<file path="config.mk">
export PLATFORM = sky130hd
export DESIGN_NAME = mpc_sample_launch
export DESIGN_NICKNAME = d
export VERILOG_FILES = /design/src/rtl/mpc_pkg.sv /design/src/rtl/mpc_period_timer.sv /design/src/rtl/mpc_sample_launch.sv
export SDC_FILE = /design/constraint.sdc
export NUM_CORES = 1
export LEC_CHECK = 0
export CAP_MARGIN = 20
export CELL_PAD_IN_SITES_DETAIL_PLACEMENT = 1
export CELL_PAD_IN_SITES_GLOBAL_PLACEMENT = 2
export CORE_ASPECT_RATIO = 0.5
export CORE_MARGIN = 3
export CORE_UTILIZATION = 42
export CTS_CLUSTER_DIAMETER = 150
export DETAILED_ROUTE_END_ITERATION = 8
export DONT_BUFFER_PORTS = 1
export PLACE_DENSITY = 0.92
export SKIP_CTS_REPAIR_TIMING = 1
export SLEW_MARGIN = 20
export SYNTH_ARGS = -nofsm -noshare
export SYNTH_HDL_FRONTEND = slang
export SYNTH_SLANG_ARGS = --single-unit
</file>
<file path="constraint.sdc">
create_clock -name clk_1 -period 5.2 [get_ports clk_1]
set_input_delay 0.78 -clock clk_1 [delete_from_list [all_inputs] [get_ports clk_1]]
set_output_delay 0.78 -clock clk_1 [all_outputs]
set_load 0.01 [all_outputs]
</file>
<file path="src/rtl/mpc_pkg.sv">
// Shared types for the MPC sample/launch sequencer: FSM state encoding,
// default word width, and the symmetric actuation clamp.
package mpc_pkg;

  localparam int DATA_W_DEFAULT = 21;
  localparam int SAT_W          = 64;

  typedef enum logic [1:0] {
    IDLE  = 2'd0,
    START = 2'd1,
    WAIT  = 2'd2,
    EMIT  = 2'd3
  } state_t;

  // Callers sign-extend into SAT_W bits, so the comparisons against +/-lim
  // cannot overflow for any DATA_W up to 63.
  function automatic logic signed [SAT_W-1:0] saturate(
    input logic signed [SAT_W-1:0] v,
    input logic signed [SAT_W-1:0] lim
  );
    logic signed [SAT_W-1:0] res;
    res = v;
    if (v > lim) begin
      res = lim;
    end else if (v < -lim) begin
      res = -lim;
    end
    return res;
  endfunction

endpackage

</file>
<file path="src/rtl/mpc_period_timer.sv">
// Control-period timebase: free-running 0..PERIOD-1 counter, advancing only on ce_1.
// tick is combinational (last count and ce_1 high); no backpressure, never stalls.
module mpc_period_timer
  import mpc_pkg::*;
#(
  parameter int PERIOD = 1000
) (
  input  logic clk_1,
  input  logic rst_1,
  input  logic ce_1,
  output logic tick
);

  localparam int CNT_W = (PERIOD > 1) ? $clog2(PERIOD) : 1;
  localparam logic [CNT_W-1:0] CNT_LAST = CNT_W'(PERIOD - 1);

  logic [CNT_W-1:0] cnt_q;
  logic [CNT_W-1:0] cnt_d;
  logic             at_last;

  always_comb begin
    at_last = (cnt_q == CNT_LAST);
    cnt_d   = cnt_q;
    if (ce_1) begin
      cnt_d = at_last ? '0 : cnt_q + 1'b1;
    end
  end

  assign tick = at_last & ce_1;

  always_ff @(posedge clk_1 or posedge rst_1) begin
    if (rst_1) begin
      cnt_q <= '0;
    end else begin
      cnt_q <= cnt_d;
    end
  end

endmodule

</file>
<file path="src/rtl/mpc_sample_launch.sv">
// Periodic sampler and solver launcher; tick->start 1 cycle, done->u_valid 1 cycle (ce_1 cycles).
// No backpressure: ticks arriving while busy are dropped and counted. Option: MPC_LAUNCH_TIMEOUT_EN.
module mpc_sample_launch
  import mpc_pkg::*;
#(
  parameter int                        DATA_W  = DATA_W_DEFAULT,
  parameter int                        PERIOD  = 1000,
  parameter logic signed [DATA_W-1:0]  U_MAX   = 21'sd524287,
  parameter int                        TIMEOUT = 900
) (
  input  logic              clk_1,
  input  logic              rst_1,
  input  logic              ce_1,
  input  logic [DATA_W-1:0] meas0_in,
  input  logic [DATA_W-1:0] meas1_in,
  output logic [DATA_W-1:0] x0_out,
  output logic [DATA_W-1:0] x1_out,
  output logic              solver_start,
  input  logic              solver_done,
  input  logic [DATA_W-1:0] u_in,
  output logic [DATA_W-1:0] u_out,
  output logic              u_valid,
  output logic [7:0]        miss_cnt
`ifdef MPC_LAUNCH_TIMEOUT_EN
  ,
  output logic              overrun
`endif
);

  if (PERIOD < 8) begin : g_bad_period
    $error("mpc_sample_launch: PERIOD must be at least 8");
  end
  if (U_MAX <= 0) begin : g_bad_umax
    $error("mpc_sample_launch: U_MAX must be positive");
  end
  if (TIMEOUT < 1 || TIMEOUT >= PERIOD - 3) begin : g_bad_timeout
    $error("mpc_sample_launch: TIMEOUT must be in 1..PERIOD-4");
  end

  logic tick;

  mpc_period_timer #(
    .PERIOD(PERIOD)
  ) u_timer (
    .clk_1(clk_1),
    .rst_1(rst_1),
    .ce_1 (ce_1),
    .tick (tick)
  );

  state_t            state_q, state_d;
  logic [DATA_W-1:0] x0_q, x0_d;
  logic [DATA_W-1:0] x1_q, x1_d;
  logic [DATA_W-1:0] u_q, u_d;
  logic [7:0]        miss_q, miss_d;
  logic [DATA_W-1:0] u_sat;

`ifdef MPC_LAUNCH_TIMEOUT_EN
  localparam int WAIT_W = $clog2(TIMEOUT + 1);
  localparam logic [WAIT_W-1:0] WAIT_LAST = WAIT_W'(TIMEOUT - 1);

  logic [WAIT_W-1:0] wait_q, wait_d;
  logic              ovr_q, ovr_d;
`endif

  assign u_sat = DATA_W'(saturate(SAT_W'($signed(u_in)), SAT_W'(U_MAX)));

  always_comb begin
    state_d = state_q;
    x0_d    = x0_q;
    x1_d    = x1_q;
    u_d     = u_q;
    miss_d  = miss_q;
`ifdef MPC_LAUNCH_TIMEOUT_EN
    wait_d  = wait_q;
    ovr_d   = ovr_q;
`endif
    if (ce_1) begin
      // Any tick that finds the sequencer busy is lost; the count sticks at 255.
      if (tick && (state_q != IDLE) && (miss_q != 8'hFF)) begin
        miss_d = miss_q + 8'd1;
      end
      case (state_q)
        IDLE: begin
          if (tick) begin
            x0_d    = meas0_in;
            x1_d    = meas1_in;
            state_d = START;
          end
        end
        START: begin
          state_d = WAIT;
`ifdef MPC_LAUNCH_TIMEOUT_EN
          wait_d  = '0;
`endif
        end
        WAIT: begin
          if (solver_done) begin
            u_d     = u_sat;
            state_d = EMIT;
          end
`ifdef MPC_LAUNCH_TIMEOUT_EN
          else if (wait_q == WAIT_LAST) begin
            // Give up on the solver but still strobe, re-presenting the last actuation.
            ovr_d   = 1'b1;
            state_d = EMIT;
          end else begin
            wait_d  = wait_q + 1'b1;
          end
`endif
        end
        EMIT: begin
          state_d = IDLE;
        end
        default: begin
          state_d = IDLE;
        end
      endcase
    end
  end

  always_ff @(posedge clk_1 or posedge rst_1) begin
    if (rst_1) begin
      state_q <= IDLE;
      x0_q    <= '0;
      x1_q    <= '0;
      u_q     <= '0;
      miss_q  <= '0;
`ifdef MPC_LAUNCH_TIMEOUT_EN
      wait_q  <= '0;
      ovr_q   <= 1'b0;
`endif
    end else begin
      state_q <= state_d;
      x0_q    <= x0_d;
      x1_q    <= x1_d;
      u_q     <= u_d;
      miss_q  <= miss_d;
`ifdef MPC_LAUNCH_TIMEOUT_EN
      wait_q  <= wait_d;
      ovr_q   <= ovr_d;
`endif
    end
  end

  assign solver_start = (state_q == START) & ce_1;
  assign u_valid      = (state_q == EMIT) & ce_1;
  assign x0_out       = x0_q;
  assign x1_out       = x1_q;
  assign u_out        = u_q;
  assign miss_cnt     = miss_q;
`ifdef MPC_LAUNCH_TIMEOUT_EN
  assign overrun      = ovr_q;
`endif

endmodule
</file>
======== Word level (Yosys, flattened, before mapping) ========
Cells that the tools add are included.
storage, ports and cells
  register bits after elaboration ......... 83
  output and inout port bits .............. 73
cells by class
  equal/unequal tests ..................... 7
  $add $sub $neg .......................... 2
  bitwise operators ....................... 3
  order comparisons ....................... 2
  reductions and logical operators ........ 8
  muxes and demuxes ....................... 6
operators by type and width
  operator                                                                            count
  21-bit 2-to-1 mux                                                                   2
  21-bit by 20-bit greater-than comparator with 1-bit output (second input constant)  1
  21-bit by 20-bit less-than comparator with 1-bit output (second input constant)     1
  10-bit by 1-bit adder with 10-bit output (second input constant)                    1
  10-bit == test (second input constant)                                              1
  10-bit 2-to-1 mux                                                                   1
  3-bit AND reduction                                                                 3
  8-bit by 1-bit adder with 8-bit output (second input constant)                      1
  8-bit inequality test (second input constant)                                       1
  2-bit case mux with 4 select lines                                                  1
  2-bit == test (second input constant)                                               2
  2-bit 2-to-1 mux                                                                    2
  2-bit inequality test (second input constant)                                       2
  1-bit AND                                                                           3
  2-bit by 1-bit == test with 1-bit output (second input constant)                    1
  1-bit logical AND                                                                   2
  2-bit logical NOT                                                                   1
  2-bit AND reduction                                                                 1
  2-bit nonzero test                                                                  1

======== Longest topological paths before layout ========
  word-level depth ........................ 5
  depth in mapped cells ................... 9
  depth with buffers taken out ............ 8

======== By module ========
From an unflattened synthesis, not the netlist that was laid out.
second synthesis, totals
  cell total of the unflattened synthesis .. 292
  area, all modules ....................... 3562.2 µm²
by module, submodules not included
  module             instances  cells each  seq. area each (µm²)  area each (µm²)
  mpc_sample_launch  1          239         1826.8                3015.4
  mpc_period_timer   1          53          250.2                 546.8

======== Worst setup path after synthesis ========
No wires, ideal clock.
  kind .................................... input-to-reg
  from .................................... input u_in[8]
  to ...................................... register u_q[1] (netlist: u_out[1])
  stages on the path ...................... 9
  library setup time ...................... 83 ps
  data required time ...................... 5117 ps
  arrival ................................. 2479 ps
  setup slack ............................. 2638 ps
  cell sequence ........................... nor4_1 -> nand4_1 -> or4_1 -> nand3_1 -> ha_1 -> clkinv_1 -> clkbuf_1 -> a21oi_1 -> o21ai_0
between the ends
  word-level cells in the longest chain between the ends .. 3
  elaborated cells on any way between the ends .. 4
  those cells by class .................... 2 x order compare; 2 x mux
RTL lines
  item                                                     RTL line                  text
  from (decl)                                              mpc_sample_launch.sv:20   input logic [DATA_W-1:0] u_in,
  21-bit by 20-bit less-than comparator with 1-bit output  mpc_pkg.sv:25             end else if (v < -lim) begin
  21-bit 2-to-1 mux                                        mpc_pkg.sv:25
  21-bit 2-to-1 mux *                                      mpc_pkg.sv:23             if (v > lim) begin
  to (signal assigned)                                     mpc_sample_launch.sv:137  u_q <= u_d;
  to (decl)                                                mpc_sample_launch.sv:54   logic [DATA_W-1:0] u_q, u_d;
Every way passes the cells marked *; elsewhere a longest branch is shown, timed or not.
A chain may end at the register's enable or synchronous reset.

======== Worst setup path after layout ========
  from .................................... register u_timer.cnt_q[0]
  to ...................................... register x1_q[10] (netlist: x1_out[10])
between the ends
  word-level cells in the longest chain between the ends .. 3
RTL lines
  item                           RTL line                  text
  from (decl)                    mpc_period_timer.sv:17    logic [CNT_W-1:0] cnt_q;
  from (signal assigned)         mpc_period_timer.sv:35    cnt_q <= cnt_d;
  10-bit == test                 mpc_period_timer.sv:22    at_last = (cnt_q == CNT_LAST);
  1-bit AND                      mpc_period_timer.sv:29    assign tick = at_last & ce_1;
  3-bit AND reduction (no line)  n/a
  to (signal assigned)           mpc_sample_launch.sv:126  x1_q <= '0;
  to (signal assigned)           mpc_sample_launch.sv:136  x1_q <= x1_d;
  to (decl)                      mpc_sample_launch.sv:53   logic [DATA_W-1:0] x1_q, x1_d;
No other way between the ends.

==> flow_metrics.py <==
metrics = {
    "run_status": {
        "status": "finished, final reports clean",
    },
    "finish": {
        "fin_cells": 413,
        "final_cell_area_sq_um": 4118,
        "utilization": 0.4968,
        "n_antenna_cell": 0,
        "area_growth_pct": 11.07,
        "nets": 370,
        "drive_gt1_frac": 0.2193,
    },
    "pwr": {
        "power.density_nw_per_um2": 437.7,
        "leakage_nw": 2.042,
        "p_clk_frac": 0.386,
        "ir_drop_uv": 184.9,
        "p_sw_frac": 0.2938,
        "intPower_mw": 1.273,
        "seq_power_share": 0.496,
        "power_frac_comb": 0.118,
        "p_switching_mw": 0.5294,
        "total_power_mw": 1.802,
    },
    "yosys": {
        "synthesis.nets": 370,
        "synth_largest_area_cell": "dfrtp_1",
        "synth.top_cells.by_area": "dfrtp_1, mux2_4, a21oi_1, nand2_1, o21ai_0",
        "ys_warn_count": 0,
        "netlist_area_sq_um": 3707,
        "avgSynthCellArea_sq_um": 12.52,
        "synth-main-ff-cell": "dfrtp_1",
        "async_flop_share": 1.000,
        "synth_edf_count": 0,
        "synth.distinct_cells": 35,
        "ys_seq_elements": 83,
        "synthCells": 296,
        "netlist.area_leader.share": 0.5602,
        "yosysSeqAreaShare": 0.5602,
    },
    "clock_tree": {
        "cts_root_buffer": "clkbuf_16",
        "tritoncts": "done",
        "clk_latency_ps": 330,
        "clock_sinks": 83,
        "clockBufferDepth": 2,
        "htreeDepth": 3,
        "path_clk_slew_ps": 60,
        "numCtsBuffers": 9,
    },
    "sta": {
        "slew_headroom": 0.4473,
        "slew_violations": 0,
        "worst_hold_slack_ps": 516.2,
        "layout_min_cycle_time_ps": 2665,
        "tightest_slew_ps": 829.1,
        "final-setup-viol-count": 0,
        "rsz0062_at_grt": "false",
        "fin_tns_setup_ps": 0,
        "fmax_ghz": 0.3753,
        "skew_ps": 10.32,
        "period_share": 0.5124,
        "hold_viol": 0,
        "worst_slack_ps": 2536,
    },
    "worst_setup_path": {
        "worstPathCellList": "ha_1 > and4bb_2 > and3_1 > nand3_4 > mux2_4",
        "cp-start-kind": "flip-flop",
        "critPathRequiredTime_ps": 5410,
        "cp-end-kind": "flip-flop",
        "worstPathMaxFanout": 42,
        "worst_path_largest_cell_delay_ps": 660,
        "critPathKind": "reg -> reg",
        "crit_arrival_ps": 2870,
        "cpMaxStageDelayCell": "nand3_4",
    },
    "route": {
        "vias_per_cell": 5.506,
        "wl_um": 8306,
        "drt_pre_antenna_iters": 4,
        "drt_iter0_drc": 75,
        "wl_per_cell_um": 20.11,
        "num_vias": 2274,
        "drtAntennaViolNets": 0,
        "drc": 0,
    },
    "placed_design": {
        "preCtsSetupSlack_ps": 2174,
        "dpl_cell_area_sq_um": 3784,
        "place_inst": 397,
        "hpwl_um": 5891,
        "portBuffers": 0,
        "finalWeightedCongestion": 0.7953,
    },
    "floorplan": {
        "die-area_sq_um": 10060,
        "die_w_um": 138.9,
        "coreArea_sq_um": 8288,
        "rows": 23,
        "initial_core_util": 0.4473,
        "die_h_um": 72.44,
        "io_pins": 140,
    },
    "global_routing": {
        "grt_max_degree": 84,
        "grt_pass1_wl_um": 13730,
        "first_global_vias": 2559,
        "antenna_found_initial": 0,
        "overflow": 0,
        "grt_usage": 0.1697,
    },
    "job": {
        "cap_violations": 0,
    },
    "hold_path": {
        "hold_class": "reg -> reg",
    },
}
==> worst max-delay path: cells and delay by family (launching register included) <==
family,cells,cell delay (ps)
fa+ha+maj,1,200
simple gates,3,1370
mux,1,550
flops,1,390
==> layout by cell type, fill, tap and decap left out, types with 2 or more instances in the layout <==
cell       synthesis  final
mux2_4            40     40
mux2_2             4      4
nor2b_1            3      3
o21ai_0           21     21
buf_4              1      2
o31ai_1            2      2
nand3_1           10     10
nand2_1           29     29
a21oi_1           26     26
and2_1             2      2
inv_1              7      6
nor4_1             7      7
xnor2_1            8      8
xor2_1             5      5
ha_1               7      7
nor2_1             4      4
clkbuf_16          0      9
nor3b_1            2      2
nor3_1             6      6
inv_6              0      3
nand4_1            4      4
bufinv_16          0      2
dfrtp_1           83     83
==> worst paths after layout <==
check,slack [ps],end,cells after the start,from
max in group asynchronous,4160,x1_out[10],2,rst_1
max,2540,x1_out[10],5,u_timer.cnt_q[0]
max reg2reg,2540,x1_out[10],5,u_timer.cnt_q[0]
min in group asynchronous,550,x1_out[7],2,rst_1
min reg2reg,520,u_timer.cnt_q[0],1,u_timer.cnt_q[0]
min,520,u_timer.cnt_q[0],1,u_timer.cnt_q[0]
==> power by group through the flow <==
stage	sequential [mW]	clock (mW)	combinational, mW
floorplan	0.869	0	0.175
global placement	0.901	0	0.196
detailed placement	0.905	0	0.218
CTS	0.897	0.716	0.219
global route	0.912	0.755	0.255
finish	0.893	0.697	0.213
==> registers in the layout, summed over array words and instances, names as in the netlist <==
signal and count:
state_q 2, x1_out 21, x0_out 21, u_out 21, u_timer.cnt_q 10, miss_cnt 8
==> cells in the mapped netlist, types with 2 or more instances <==
library cell,instances
nor3_1,6
mux2_4,40
nor2_1,4
nor3b_1,2
nor2b_1,3
nand4_1,4
a21oi_1,26
xnor2_1,8
ha_1,7
nor4_1,7
o31ai_1,2
buf_6,4
nand3_1,10
o21ai_0,21
xor2_1,5
inv_1,7
mux2_2,4
nand2_1,29
and2_1,2
dfrtp_1,83
clkbuf_1,8
==> logic make-up after synthesis <==
family	share of synthesized area
XOR/XNOR	0.03071
multiplexers	0.1768
buffers and inverters	0.03172
adder cells (fa/ha/maj)	0.02362
AND/OR/NAND/NOR	0.1036
flip-flops	0.5602
AO/OA/AOI/OAI	0.07324
==> routing by layer <==
layer / routed length [um] / vias up / global-route usage / part of all wire
met5: 0 / - / 0 / 0
met4: 85 / 0 / 0.04989 / 0.010
met1: 3392 / 1147 / 0.2065 / 0.41
met3: 729 / 8 / 0.07505 / 0.088
li1: - / 1034 / - / -
met2: 4100 / 85 / 0.2789 / 0.49
==> area by class of cell <==
type	instances	area, sq um
Timing Repair Buffer	3	26.28
Inverter	8	31.28
Clock inverter	7	105.1
Fill cell	874	4170
Multi-Input combinational cell	191	1513
Clock buffer	9	225.2
Tap cell	112	140.1
Sequential cell	83	2077
(Power assumes the default switching activity.)
